$ cat src/rtl/axi4_lite_pkg.sv
// Shared AXI4-Lite definitions: response codes, master FSM states and default widths.
// Both the master and the axi4_lite_slave register block import this package.
package axi4_lite_pkg;

    localparam int unsigned ADDR_W_DEF = 32;
    localparam int unsigned DATA_W_DEF = 32;

    typedef enum logic [1:0] {
        OKAY   = 2'b00,
        EXOKAY = 2'b01,
        SLVERR = 2'b10,
        DECERR = 2'b11
    } resp_t;

    typedef enum logic [2:0] {
        IDLE  = 3'd0,
        WRITE = 3'd1,
        WRESP = 3'd2,
        RADDR = 3'd3,
        RDATA = 3'd4
    } mst_state_t;

endpackage

$ cat src/rtl/axi4_lite_master.sv
// AXI4-Lite initiator: turns single commands from a valid/ready command port into one
// outstanding AXI4-Lite write or read, returning data and response on a one-cycle strobe.
module axi4_lite_master
    import axi4_lite_pkg::*;
#(
    parameter int unsigned ADDRESS    = ADDR_W_DEF,
    parameter int unsigned DATA_WIDTH = DATA_W_DEF
) (
    input  logic                    ACLK,
    input  logic                    ARESETN,
    // Command port: a command transfers on any rising edge with cmd_valid && cmd_ready.
    // cmd_ready is high only in IDLE; cmd_valid seen in other states is ignored.
    input  logic                    cmd_valid,
    output logic                    cmd_ready,
    input  logic                    cmd_write,
    input  logic [ADDRESS-1:0]      cmd_addr,
    input  logic [DATA_WIDTH-1:0]   cmd_wdata,
    input  logic [DATA_WIDTH/8-1:0] cmd_wstrb,
    output logic                    rsp_valid,
    output logic [DATA_WIDTH-1:0]   rsp_rdata,
    output logic [1:0]              rsp_resp,
    output logic [ADDRESS-1:0]      M_AWADDR,
    output logic                    M_AWVALID,
    input  logic                    M_AWREADY,
    output logic [DATA_WIDTH-1:0]   M_WDATA,
    output logic [DATA_WIDTH/8-1:0] M_WSTRB,
    output logic                    M_WVALID,
    input  logic                    M_WREADY,
    input  logic [1:0]              M_BRESP,
    input  logic                    M_BVALID,
    output logic                    M_BREADY,
    output logic [ADDRESS-1:0]      M_ARADDR,
    output logic                    M_ARVALID,
    input  logic                    M_ARREADY,
    input  logic [DATA_WIDTH-1:0]   M_RDATA,
    input  logic [1:0]              M_RRESP,
    input  logic                    M_RVALID,
    output logic                    M_RREADY,
    output mst_state_t              dbg_state
);

    localparam int unsigned STRB_W = DATA_WIDTH / 8;

    mst_state_t              state_q, state_d;
    logic [ADDRESS-1:0]      addr_q, addr_d;
    logic [DATA_WIDTH-1:0]   wdata_q, wdata_d;
    logic [STRB_W-1:0]       wstrb_q, wstrb_d;
    logic                    awvalid_q, awvalid_d;
    logic                    wvalid_q, wvalid_d;
    logic                    arvalid_q, arvalid_d;
    logic                    bready_q, bready_d;
    logic                    rready_q, rready_d;
    logic                    aw_done_q, aw_done_d;
    logic                    w_done_q, w_done_d;
    logic                    rsp_valid_q, rsp_valid_d;
    logic [DATA_WIDTH-1:0]   rsp_rdata_q, rsp_rdata_d;
    resp_t                   rsp_resp_q, rsp_resp_d;

    logic aw_hs, w_hs, b_hs, ar_hs, r_hs;
    logic aw_fin, w_fin;

    assign aw_hs  = awvalid_q && M_AWREADY;
    assign w_hs   = wvalid_q && M_WREADY;
    assign b_hs   = bready_q && M_BVALID;
    assign ar_hs  = arvalid_q && M_ARREADY;
    assign r_hs   = rready_q && M_RVALID;
    // A channel counts as finished if it completed earlier or completes on this edge.
    assign aw_fin = aw_done_q || aw_hs;
    assign w_fin  = w_done_q || w_hs;

    always_ff @(posedge ACLK) begin
        if (!ARESETN) begin
            state_q <= IDLE;
        end else begin
            state_q <= state_d;
        end
    end

    always_comb begin
        state_d = state_q;
        unique case (state_q)
            IDLE:    if (cmd_valid) state_d = cmd_write ? WRITE : RADDR;
            WRITE:   if (aw_fin && w_fin) state_d = WRESP;
            WRESP:   if (b_hs) state_d = IDLE;
            RADDR:   if (ar_hs) state_d = RDATA;
            RDATA:   if (r_hs) state_d = IDLE;
            default: state_d = IDLE;
        endcase
    end

    always_comb begin
        addr_d      = addr_q;
        wdata_d     = wdata_q;
        wstrb_d     = wstrb_q;
        awvalid_d   = awvalid_q;
        wvalid_d    = wvalid_q;
        arvalid_d   = arvalid_q;
        bready_d    = bready_q;
        rready_d    = rready_q;
        aw_done_d   = aw_done_q;
        w_done_d    = w_done_q;
        rsp_valid_d = 1'b0;
        rsp_rdata_d = rsp_rdata_q;
        rsp_resp_d  = rsp_resp_q;
        unique case (state_q)
            IDLE: begin
                if (cmd_valid) begin
                    addr_d    = cmd_addr;
                    wdata_d   = cmd_wdata;
                    wstrb_d   = cmd_wstrb;
                    aw_done_d = 1'b0;
                    w_done_d  = 1'b0;
                    if (cmd_write) begin
                        awvalid_d = 1'b1;
                        wvalid_d  = 1'b1;
                    end else begin
                        arvalid_d = 1'b1;
                    end
                end
            end
            WRITE: begin
                if (aw_hs) begin
                    awvalid_d = 1'b0;
                    aw_done_d = 1'b1;
                end
                if (w_hs) begin
                    wvalid_d = 1'b0;
                    w_done_d = 1'b1;
                end
                if (aw_fin && w_fin) bready_d = 1'b1;
            end
            WRESP: begin
                if (b_hs) begin
                    bready_d    = 1'b0;
                    rsp_valid_d = 1'b1;
                    rsp_rdata_d = '0;
                    rsp_resp_d  = resp_t'(M_BRESP);
                end
            end
            RADDR: begin
                if (ar_hs) begin
                    arvalid_d = 1'b0;
                    rready_d  = 1'b1;
                end
            end
            RDATA: begin
                if (r_hs) begin
                    rready_d    = 1'b0;
                    rsp_valid_d = 1'b1;
                    rsp_rdata_d = M_RDATA;
                    rsp_resp_d  = resp_t'(M_RRESP);
                end
            end
            default: ;
        endcase
    end

    always_ff @(posedge ACLK) begin
        if (!ARESETN) begin
            addr_q      <= '0;
            wdata_q     <= '0;
            wstrb_q     <= '0;
            awvalid_q   <= 1'b0;
            wvalid_q    <= 1'b0;
            arvalid_q   <= 1'b0;
            bready_q    <= 1'b0;
            rready_q    <= 1'b0;
            aw_done_q   <= 1'b0;
            w_done_q    <= 1'b0;
            rsp_valid_q <= 1'b0;
            rsp_rdata_q <= '0;
            rsp_resp_q  <= OKAY;
        end else begin
            addr_q      <= addr_d;
            wdata_q     <= wdata_d;
            wstrb_q     <= wstrb_d;
            awvalid_q   <= awvalid_d;
            wvalid_q    <= wvalid_d;
            arvalid_q   <= arvalid_d;
            bready_q    <= bready_d;
            rready_q    <= rready_d;
            aw_done_q   <= aw_done_d;
            w_done_q    <= w_done_d;
            rsp_valid_q <= rsp_valid_d;
            rsp_rdata_q <= rsp_rdata_d;
            rsp_resp_q  <= rsp_resp_d;
        end
    end

    assign cmd_ready = (state_q == IDLE);
    assign rsp_valid = rsp_valid_q;
    assign rsp_rdata = rsp_rdata_q;
    assign rsp_resp  = rsp_resp_q;
    assign M_AWADDR  = addr_q;
    assign M_ARADDR  = addr_q;
    assign M_AWVALID = awvalid_q;
    assign M_WDATA   = wdata_q;
    assign M_WSTRB   = wstrb_q;
    assign M_WVALID  = wvalid_q;
    assign M_BREADY  = bready_q;
    assign M_ARVALID = arvalid_q;
    assign M_RREADY  = rready_q;
    assign dbg_state = state_q;

endmodule

$ cat config.mk
export PLATFORM = sky130hd
export DESIGN_NAME = axi4_lite_master
export DESIGN_NICKNAME = d
export VERILOG_FILES = /design/src/rtl/axi4_lite_pkg.sv /design/src/rtl/axi4_lite_master.sv
export SDC_FILE = /design/constraint.sdc
export NUM_CORES = 1
export LEC_CHECK = 0
export BUFFER_PORTS_ARGS = -buffer_cell sky130_fd_sc_hd__buf_2
export CAP_MARGIN = 5
export CORE_MARGIN = 10
export CORE_UTILIZATION = 25
export DETAILED_ROUTE_END_ITERATION = 12
export GPL_TIMING_DRIVEN = 0
export PLACE_DENSITY = 0.48
export SLEW_MARGIN = 20
export SYNTH_ARGS = -nofsm -noshare
export SYNTH_HDL_FRONTEND = slang
export SYNTH_SLANG_ARGS = --single-unit
$ cat constraint.sdc
create_clock -name ACLK -period 1.8 [get_ports ACLK]
set_input_delay 0.09 -clock ACLK [delete_from_list [all_inputs] [get_ports ACLK]]
set_output_delay 0.09 -clock ACLK [all_outputs]
set_load 0.03 [all_outputs]
==> impl_metrics.yaml, run 1 <==
sta:
  hold_ws_ns: 0.0218
  post-route-min-period_ns: 1.70
  setup_viol: 0
  slew_headroom: 0.591
  fmax_mhz: 589
  tightest_slew_ns: 0.613
  fin_skew_ns: 0.0110
  final_hold_viol_count: 0
  rsz0062_at_grt: "no"
  timing.final.crit_share: 0.943
  maxSlewViolCount: 0
power:
  p_comb_frac: 0.182
  pwr-share-seq: 0.345
  switching_share: 0.269
  pwr-share-clk: 0.472
  irDropWorstVdd_mv: 0.579
  switchingPower_w: 0.00213
  p_per_area_nw_per_um2: 1040
  p_int_w: 0.00578
  p_leak_nw: 3.66
outcome:
  status: "complete, no violations"
placement:
  finalWeightedCongestion: 0.785
  io_buffers: 255
  dp_cells: 964
  dpl.hpwl_mm: 13.2
yosys:
  synth_edf_count: 0
  yosys-top-cells-area: "dfxtp_1 52%, nand2_1 12%, a21oi_1 8.5%"
  syn_area_um2: 4320
  ys_types: 37
  yosys-top-cells-count: "138 x nand2_1, 113 x dfxtp_1, 73 x a21oi_1, 33 x buf_4, 32 x a32o_1"
  synth_top_flop_cell: "dfxtp_1"
  ys_ff_latch: 113
  ys_seq_area_frac: 0.523
  yosys.area.top_type: "dfxtp_1"
  yosys_warnings: 0
  async_flop_share: 0
  synth_nets: 597
  synth.avg_cell_area_um2: 8.93
  yosysMostFrequentCell: "nand2_1"
  netlist.area_leader.share: 0.523
  syn_inst: 484
detailed_routing:
  ant_nets: 0
  vias: 4794
  drc: 0
  wl_per_cell_um: 16.0
  wl_mm: 17.6
  first_pass_iters: 4
  drt_iter0_drc: 141
  viasPerCell: 4.36
floorplanning:
  core_um2: 17100
  die_h_um: 151
  dieArea_um2: 22900
  rows: 48
  start_util: 0.252
  num_io_pins: 257
  dieWidth_um: 151
setup_path:
  crit_type: "register to primary output"
  path_max_fanout: 10
  cp-start-kind: "register"
  worstPathArrival_ns: 1.61
  end_kind: "primary output"
  worstPathRequired_ns: 1.71
global_route:
  grt_overflow: 0
  grt_max_degree: 17
  antenna_found_initial: 1
  grt_pass1_wl_mm: 26.9
  grt_pass1_vias: 4976
  grt_usage: 0.149
cells_and_area:
  fin_nets: 975
  stdcell_count: 1100
  drive_gt1_frac: 0.396
  syn2layout_area_growth_pct: 75.5
  multi_input_area_um2: 1600
  regArea_um2: 2260
  n_fill_cell: 1694
min_path:
  hp-class: "input port to register"
clocking:
  ctsLongestPathBuffers: 2
  clk_latency_ns: 0.40
  numCtsBuffers: 17
  clock_sinks: 113
  cts-htree-levels: 4
  cts_tree: "done"
  cts-root-buf: "clkbuf_16"
  clk_pin_slew_ns: 0.05
flow_run:
  cap_violations: 0
## metal layers
| metal | GRT usage | vias up | wire, µm |
|---|---|---|---|
| li1 | - | 2403 | - |
| met1 | 0.161 | 2186 | 6850 |
| met2 | 0.252 | 195 | 8500 |
| met3 | 0.0766 | 10 | 2090 |
| met4 | 0.0351 | 0 | 133 |
| met5 | 0 | - | 0 |
## registers in the layout (all words and copies together), names as in the netlist
| signal | flops |
|---|---|
| M_ARADDR | 32 |
| M_ARVALID | 1 |
| M_AWVALID | 1 |
| M_BREADY | 1 |
| M_RREADY | 1 |
| M_WDATA | 32 |
| M_WSTRB | 4 |
| M_WVALID | 1 |
| aw_done_q | 1 |
| dbg_state | 3 |
| rsp_rdata | 32 |
| rsp_resp | 2 |
| rsp_valid | 1 |
| w_done_q | 1 |
## path summary, 6_finish.rpt
kind	start	end	slack, ns	cells past startpoint
worst max register to register	dbg_state[0]$_SDFFE_PN0P_	M_WDATA[17]$_SDFFE_PN0P_	0.14	6
worst min-delay path	cmd_write	dbg_state[1]$_SDFFE_PN0P_	0.02	3
worst min register to register	M_WDATA[15]$_SDFFE_PN0P_	M_WDATA[15]$_SDFFE_PN0P_	0.45	2
worst max-delay path	dbg_state[0]$_SDFFE_PN0P_	cmd_ready	0.10	4
## per-stage QoR
| step | instance area [µm²] | setup slack (ns) | util | total power [W] | TNS [ns] |
|---|---|---|---|---|---|
| after floorplan | 4320 | 0.111 | - | 0.00358 | 0 |
| after detailed placement | 5880 | -0.0897 | 0.343 | 0.00406 | -1.20 |
| final | 7590 | 0.102 | 0.443 | 0.00790 | 0 |
| after global routing | 7580 | 0.0000888 | 0.443 | 0.00827 | 0 |
| after global placement | 5880 | -0.0457 | 0.343 | 0.00404 | -0.0974 |
| after CTS | 7570 | 0.0620 | 0.442 | 0.00801 | 0 |
## power groups by stage
stage          Clock (W)  Sequential, W  Combinational (W)
6_report         0.00373        0.00273            0.00144
5_1_grt          0.00395        0.00275            0.00157
4_1_cts          0.00382        0.00273            0.00146
3_5_place_dp           0        0.00278            0.00127
3_3_place_gp           0        0.00278            0.00126
2_1_floorplan          0        0.00303           0.000549
## kinds of logic after synthesis
| group | count (synthesis) | share of synthesized area |
|---|---|---|
| buf+inv | 77 | 0.109 |
| compound gates | 121 | 0.186 |
| flops | 113 | 0.523 |
| mux | 2 | 0.00463 |
| simple gates | 171 | 0.177 |
## area by class of cell
type	count	area share
Clock inverter	9	0.0236
Sequential cell	113	0.299
Multi-Input combinational cell	294	0.210
Clock buffer	22	0.0625
Buffer	71	0.0599
Inverter	6	0.00297
Antenna cell	1	0.000330
Timing Repair Buffer	359	0.305
Tap cell	225	0.0371
## worst max-delay path, stage by stage (launching register included)
cell and delay, ns:
dfxtp_1 0.31, buf_4 0.17, clkbuf_1 0.22, nor3_1 0.26, buf_2 0.24
## repair_timing
action                     4_1_cts  5_1_grt
buffers inserted                 2        0
hold buffers                   102        0
hold endpoints to repair       102        0
setup endpoints to repair       34       43
gates cloned                     0        0
resized for setup                0        6
pin swaps                        1        0
## layout by cell type (no fill, tap or decap), drive strengths merged, types with 3 or more instances in the layout
cell type,netlist,layout
buf,53,307
inv,6,6
nand3,5,5
a32o,32,32
nor2,3,3
bufinv,0,5
nor3b,4,4
nand4,4,4
clkbuf,18,43
a21oi,73,73
nor2b,3,3
dlygate4sd3,0,102
dfxtp,113,113
a31oi,3,3
nand2,138,138
(Power assumes the default switching activity.)
==> run 2: changes to the inputs <==
--- a/config.mk
+++ b/config.mk
@@ -9,10 +9,9 @@
 export CAP_MARGIN = 5
 export CORE_MARGIN = 10
 export CORE_UTILIZATION = 25
+export CTS_CLUSTER_DIAMETER = 40
 export DETAILED_ROUTE_END_ITERATION = 12
-export GPL_TIMING_DRIVEN = 0
 export PLACE_DENSITY = 0.48
-export SLEW_MARGIN = 20
 export SYNTH_ARGS = -nofsm -noshare
 export SYNTH_HDL_FRONTEND = slang
 export SYNTH_SLANG_ARGS = --single-unit
==> run 2 against run 1 <==
Against the previous run: clock skew decreased by 0.0024 ns; final area decreased by 5.1%; critical endpoint is now rsp_rdata[3]$_SDFFE_PN0P_; die area unchanged; sequential cell count unchanged; critical path type is now register to register; global-route usage decreased by 0.82 points; clock power decreased by 9.4%; register-to-register slack improved by 0.02 ns; wire length decreased by 5.5%.
==> impl_metrics.yaml, run 2 (same netlist as run 1, synthesis figures left out) <==
outcome:
  status: "complete, no violations"
floorplanning:
  dieWidth_um: 151
  dieArea_um2: 22900
  rows: 48
  core_um2: 17100
  die_h_um: 151
  start_util: 0.252
  num_io_pins: 257
clocking:
  clock_sinks: 113
  clk_pin_slew_ns: 0.06
  clk_latency_ns: 0.41
  numCtsBuffers: 17
  cts-htree-levels: 4
  cts-root-buf: "clkbuf_16"
  ctsLongestPathBuffers: 2
  ctsResizeCount: 0
  cts_tree: "done"
global_route:
  grt_max_degree: 49
  grt_usage: 0.141
  antenna_found_initial: 1
  grt_pass1_wl_mm: 25.6
  grt_overflow: 0
  grt_pass1_vias: 4792
power:
  switching_share: 0.285
  p_per_area_nw_per_um2: 1040
  p_int_w: 0.00533
  pwr-share-clk: 0.453
  pwr-share-seq: 0.365
  switchingPower_w: 0.00213
  p_comb_frac: 0.182
  p_leak_nw: 3.40
  irDropWorstVdd_mv: 0.641
detailed_routing:
  drt_iter0_drc: 237
  viasPerCell: 4.44
  drc: 0
  ant_nets: 0
  first_pass_iters: 6
  wl_mm: 16.6
  vias: 4634
  wl_per_cell_um: 15.9
sta:
  slew_headroom: 0.647
  fin_skew_ns: 0.00857
  fin_setup_tns_ns: 0
  rsz0062_at_grt: "no"
  hold_ws_ns: 0.0135
  fmax_mhz: 608
  timing.final.crit_share: 0.913
  tightest_slew_ns: 0.529
  setup_viol: 0
  post-route-min-period_ns: 1.64
  maxSlewViolCount: 0
  final_hold_viol_count: 0
cells_and_area:
  fin_nets: 917
  syn2layout_area_growth_pct: 66.6
  mostFrequentLayoutCell: "buf_2"
  stdcell_count: 1043
  drive_gt1_frac: 0.375
  final_cell_mix: "256 x buf_2, 138 x nand2_1, 113 x dfxtp_1"
  n_fill_cell: 1674
  final_cell_area_um2: 7200
  fin_util: 0.421
setup_path:
  cp_slowest_cell: "dfxtp_1"
  worstPathRequired_ns: 2.10
  crit_type: "register to register"
  startpoint: "dbg_state[1]$_SDFFE_PN0P_"
  path_cells: "buf_4 -> nand4b_1 -> a21o_1 -> buf_4 -> a32o_1"
  worstPathArrival_ns: 1.94
  path_max_fanout: 32
  cp-start-kind: "register"
  regToRegStartpoint: "dbg_state[1]$_SDFFE_PN0P_"
  max_stage_delay_ns: 0.33
  cp_common_cell: "buf_4"
  end_kind: "register"
  ff2ff_setup_slack_ns: 0.16
placement:
  dpl_cell_area_um2: 5580
  io_buffers: 256
  dpl.hpwl_mm: 11.6
  dp_cells: 908
  finalWeightedCongestion: 0.781
min_path:
  hold_start: "M_BRESP[1]"
  hp-class: "input port to register"
flow_run:
  cap_violations: 0
==> run 2: cell types whose count changed in the layout (fill, tap and decap cells not counted), moves of 2 or more <==
| cell | delta |
|---|---|
| buf_4 | -24 |
| inv_6 | +2 |
| clkinvlp_4 | +2 |
| clkinv_2 | +2 |
| clkbuf_1 | -18 |
| clkbuf_4 | -3 |
| buf_12 | +3 |
| buf_6 | -5 |
| dfxtp_2 | -2 |
| bufinv_16 | -2 |
| dfxtp_1 | +2 |
| clkbuf_8 | -3 |
| buf_2 | -11 |
==> run 2: routing by layer <==
metal / vias to the layer above / track usage / share of wire
li1: 2285 / - / -
met1: 2141 / 0.151 / 0.38
met2: 192 / 0.236 / 0.48
met3: 16 / 0.0689 / 0.12
met4: 0 / 0.0481 / 0.014
met5: - / 0 / 0
==> run 2: area by class of cell <==
type,count,area (µm²),share of cell area
multi-input cells,294,1590,0.221
clock inverters,13,161,0.0224
repair buffers,372,2440,0.340
well taps,225,282,0.0391
inverters,6,22.5,0.00313
clock buffers,19,433,0.0601
flip-flops and latches,113,2260,0.314
diodes,1,2.50,0.000348
==> run 2: metrics by stage <==
step	worst slack [ns]	total power, W
5_1_grt	0.0296	0.00781
4_1_cts	0.145	0.00759
2_1_floorplan	0.111	0.00358
6_report	0.156	0.00746
3_3_place_gp	0.226	0.00396
3_5_place_dp	0.160	0.00397
==> run 2: timing repair <==
action	4_1_cts	5_1_grt
buffers inserted	0	0
endpoints found under the hold margin	102	0
hold buffers	102	0
==> run 2: path summary, 6_finish.rpt <==
check / cells past startpoint / end
setup / recovery: 5 / rsp_rdata[3]$_SDFFE_PN0P_
hold reg to reg: 2 / M_WDATA[4]$_SDFFE_PN0P_
setup reg to reg: 5 / rsp_rdata[3]$_SDFFE_PN0P_
hold / removal: 3 / rsp_resp[1]$_SDFFE_PN0P_
==> run 2: power by group through the flow <==
| stage | logic (W) | clock network (W) | registers, W |
|---|---|---|---|
| 6_report | 0.00136 | 0.00338 | 0.00272 |
| 5_1_grt | 0.00147 | 0.00360 | 0.00274 |
| 4_1_cts | 0.00137 | 0.00350 | 0.00272 |
| 3_5_place_dp | 0.00120 | 0 | 0.00277 |
| 3_3_place_gp | 0.00119 | 0 | 0.00276 |
| 2_1_floorplan | 0.000549 | 0 | 0.00303 |
==> run 2: critical path: cells and delay by family (launching register included) <==
kind	cells	cell delay (ns)
flops	1	0.33
buf+inv	2	0.46
simple gates	1	0.21
compound gates	2	0.53
==> run 3: changes to the inputs <==
--- a/config.mk
+++ b/config.mk
@@ -5,13 +5,14 @@
 export SDC_FILE = /design/constraint.sdc
 export NUM_CORES = 1
 export LEC_CHECK = 0
-export BUFFER_PORTS_ARGS = -buffer_cell sky130_fd_sc_hd__buf_2
+export ABC_AREA = 1
 export CAP_MARGIN = 5
 export CORE_MARGIN = 10
 export CORE_UTILIZATION = 25
 export CTS_CLUSTER_DIAMETER = 40
 export DETAILED_ROUTE_END_ITERATION = 12
-export PLACE_DENSITY = 0.48
+export DONT_BUFFER_PORTS = 1
+export PLACE_DENSITY = 0.35
 export SYNTH_ARGS = -nofsm -noshare
 export SYNTH_HDL_FRONTEND = slang
 export SYNTH_SLANG_ARGS = --single-unit
==> run 3 against run 2 <==
Against the previous run: setup slack worse by 0.024 ns; combinational power up 93%; global-route usage down 1.7 points; hold slack better by 0.0079 ns; non-clock buffer count down 216; final area down 13%; critical path type unchanged; utilization down 5.4 points; first-iteration DRC count down 35%; largest power group is now registers; fmax down 1.5%.
==> impl_metrics.yaml, run 3 <==
global_route:
  grt_max_degree: 70
  grt_overflow: 0
  met3_usage: 0.0612
  grt_usage: 0.124
  grt_util_met2: 0.204
  top_usage_layer: "met2"
  antenna_found_initial: 0
  use_met1: 0.134
  grt_pass1_vias: 3942
  grt_pass1_wl_mm: 22.1
sta:
  fin_skew_ns: 0.00760
  slew_headroom: 0.735
  timing.final.crit_share: 0.927
  fmax_mhz: 599
  rsz0062_at_grt: "no"
  fin_setup_tns_ns: 0
  final_hold_viol_count: 0
  setup_viol: 0
  maxSlewViolCount: 0
  tightest_slew_ns: 0.398
  post-route-min-period_ns: 1.67
  fin_ws_ns: 0.132
setup_path:
  regToRegStartpoint: "dbg_state[1]$_SDFFE_PN0P_"
  path_cells: "inv_2 -> nand2_1 -> nor2_4 -> nand2_4 -> buf_12 -> nand2_1 -> nand3_1 -> nand2_1 -> a21oi_1"
  crit_type: "register to register"
  worstPathArrival_ns: 1.95
  worstPathRequired_ns: 2.08
  startpoint: "dbg_state[1]$_SDFFE_PN0P_"
  rr_endpoint: "M_WVALID$_SDFFE_PN0P_"
  end_kind: "register"
  ff2ff_setup_slack_ns: 0.13
  endpoint: "M_WVALID$_SDFFE_PN0P_"
  rr_worst_depth: 9
  cp_common_cell: "nand2_1"
  cp_slowest_cell: "dfxtp_1"
  cp-start-kind: "register"
  path_max_fanout: 69
  max_stage_delay_ns: 0.39
yosys:
  yosysMostFrequentCell: "nand2_1"
  async_flop_share: 0
  ys_seq_area_frac: 0.522
  syn_area_um2: 4340
  ys_types: 20
  syn_inst: 564
  synth.avg_cell_area_um2: 7.69
  yosys_warnings: 0
  ys_ff_latch: 113
  synth_edf_count: 0
  synth_nets: 677
  synth_top_flop_cell: "dfxtp_1"
  netlist.area_leader.share: 0.522
  yosys.area.top_type: "dfxtp_1"
  yosys-top-cells-area: "dfxtp_1 52%, nand2_1 20%, a21oi_1 13%"
  yosys-top-cells-count: "229 x nand2_1, 113 x dfxtp_1, 110 x a21oi_1, 33 x buf_4, 16 x nor2_1"
clocking:
  numCtsBuffers: 17
  ctsLongestPathBuffers: 2
  clk_pin_slew_ns: 0.05
  clk_latency_ns: 0.41
  clock_sinks: 113
  postCtsSetupRepairBufs: 0
  cts-htree-levels: 4
  cts-root-buf: "clkbuf_16"
  cts_tree: "done"
floorplanning:
  core_um2: 17200
  dieArea_um2: 23000
  start_util: 0.252
  rows: 48
  num_io_pins: 257
  dieWidth_um: 152
  die_h_um: 152
detailed_routing:
  wl_mm: 15.3
  first_pass_iters: 6
  drc: 0
  wl_per_cell_um: 16.8
  vias: 4028
  ant_nets: 0
  viasPerCell: 4.42
  drt_iter0_drc: 154
cells_and_area:
  fin_nets: 788
  mostFrequentLayoutCell: "nand2_1"
  diodes: 0
  syn2layout_area_growth_pct: 45.1
  final_cell_mix: "229 x nand2_1, 112 x dfxtp_1, 110 x a21oi_1"
  drive_gt1_frac: 0.128
  final_cell_area_um2: 6290
power:
  p_per_area_nw_per_um2: 1490
  power.total_w: 0.00935
  switchingPower_w: 0.00343
  irDropWorstVdd_mv: 0.625
  p_int_w: 0.00592
  pwr-share-seq: 0.363
  pwr-share-clk: 0.356
  switching_share: 0.367
  p_comb_frac: 0.281
  p_leak_nw: 2.44
placement:
  finalWeightedCongestion: 0.759
  post-place-ws_ns: 0.108
  dpl_cell_area_um2: 4580
  io_buffers: 0
  dpl.hpwl_mm: 10.2
flow_run:
  cap_violations: 0
min_path:
  hp-class: "input port to register"
outcome:
  status: "complete, no violations"
[run 3: layer usage]
metal,routed length [µm],part of all wire
met5,0,0
met4,233,0.015
met3,1650,0.11
met2,7540,0.49
met1,5870,0.38
[run 3: final cells by class]
cell class	instances	area, µm²
clock inverter	5	75.1
multi-input combinational	376	1610
timing repair buffer	156	1510
inverter	11	45.0
clock buffer	26	509
fill	1814	10900
sequential	113	2260
tap	225	282
[run 3: kinds of logic (layout without fill, tap and decap cells)]
| family | Yosys count | after routing | synth area share |
|---|---|---|---|
| compound gates | 115 | 115 | 0.133 |
| buf+inv | 75 | 198 | 0.107 |
| flops | 113 | 113 | 0.522 |
| simple gates | 261 | 261 | 0.238 |
[run 3: per-stage QoR]
step / utilization / hold WS (ns) / std cells
6_report: 0.366 / 0.0214 / 912
3_5_place_dp: 0.267 / 0.221 / 771
4_1_cts: 0.364 / 0.00696 / 911
5_1_grt: 0.366 / 0.0375 / 912
3_3_place_gp: 0.267 / 0.216 / 771
2_1_floorplan: - / 0.210 / 564
[run 3: power groups by stage]
stage               Combinational (W)  Clock [W]  Sequential, W
floorplan                     0.00151          0        0.00380
global placement              0.00234          0        0.00345
detailed placement            0.00236          0        0.00345
CTS                           0.00257    0.00343        0.00340
global route                  0.00286    0.00356        0.00344
finish                        0.00262    0.00333        0.00339
[run 3: worst min path at each step]
stage,cells after the start,startpoint,slack [ns],to
after detailed placement,2,ARESETN,0.22,dbg_state[0]$_SDFFE_PN0P_
after global placement,2,ARESETN,0.22,dbg_state[0]$_SDFFE_PN0P_
after CTS,3,M_RVALID,0.007,dbg_state[2]$_SDFFE_PN0P_
final,3,M_RVALID,0.02,dbg_state[2]$_SDFFE_PN0P_
after global routing,3,M_RVALID,0.04,dbg_state[2]$_SDFFE_PN0P_
after floorplan,2,ARESETN,0.21,dbg_state[0]$_SDFFE_PN0P_
[run 3: critical path, delay by kind of cell, from the launching register on]
| kind | cells | cell delay (ns) |
|---|---|---|
| flops | 1 | 0.39 |
| simple gates | 6 | 0.77 |
| buf+inv | 2 | 0.32 |
| compound gates | 1 | 0.05 |
[run 3: timing repair]
| action | CTS | global route |
|---|---|---|
| endpoints found under the setup margin | 0 | 4 |
| hold buffers | 109 | 0 |
| hold endpoints to repair | 108 | 0 |
| resized for setup | 0 | 2 |
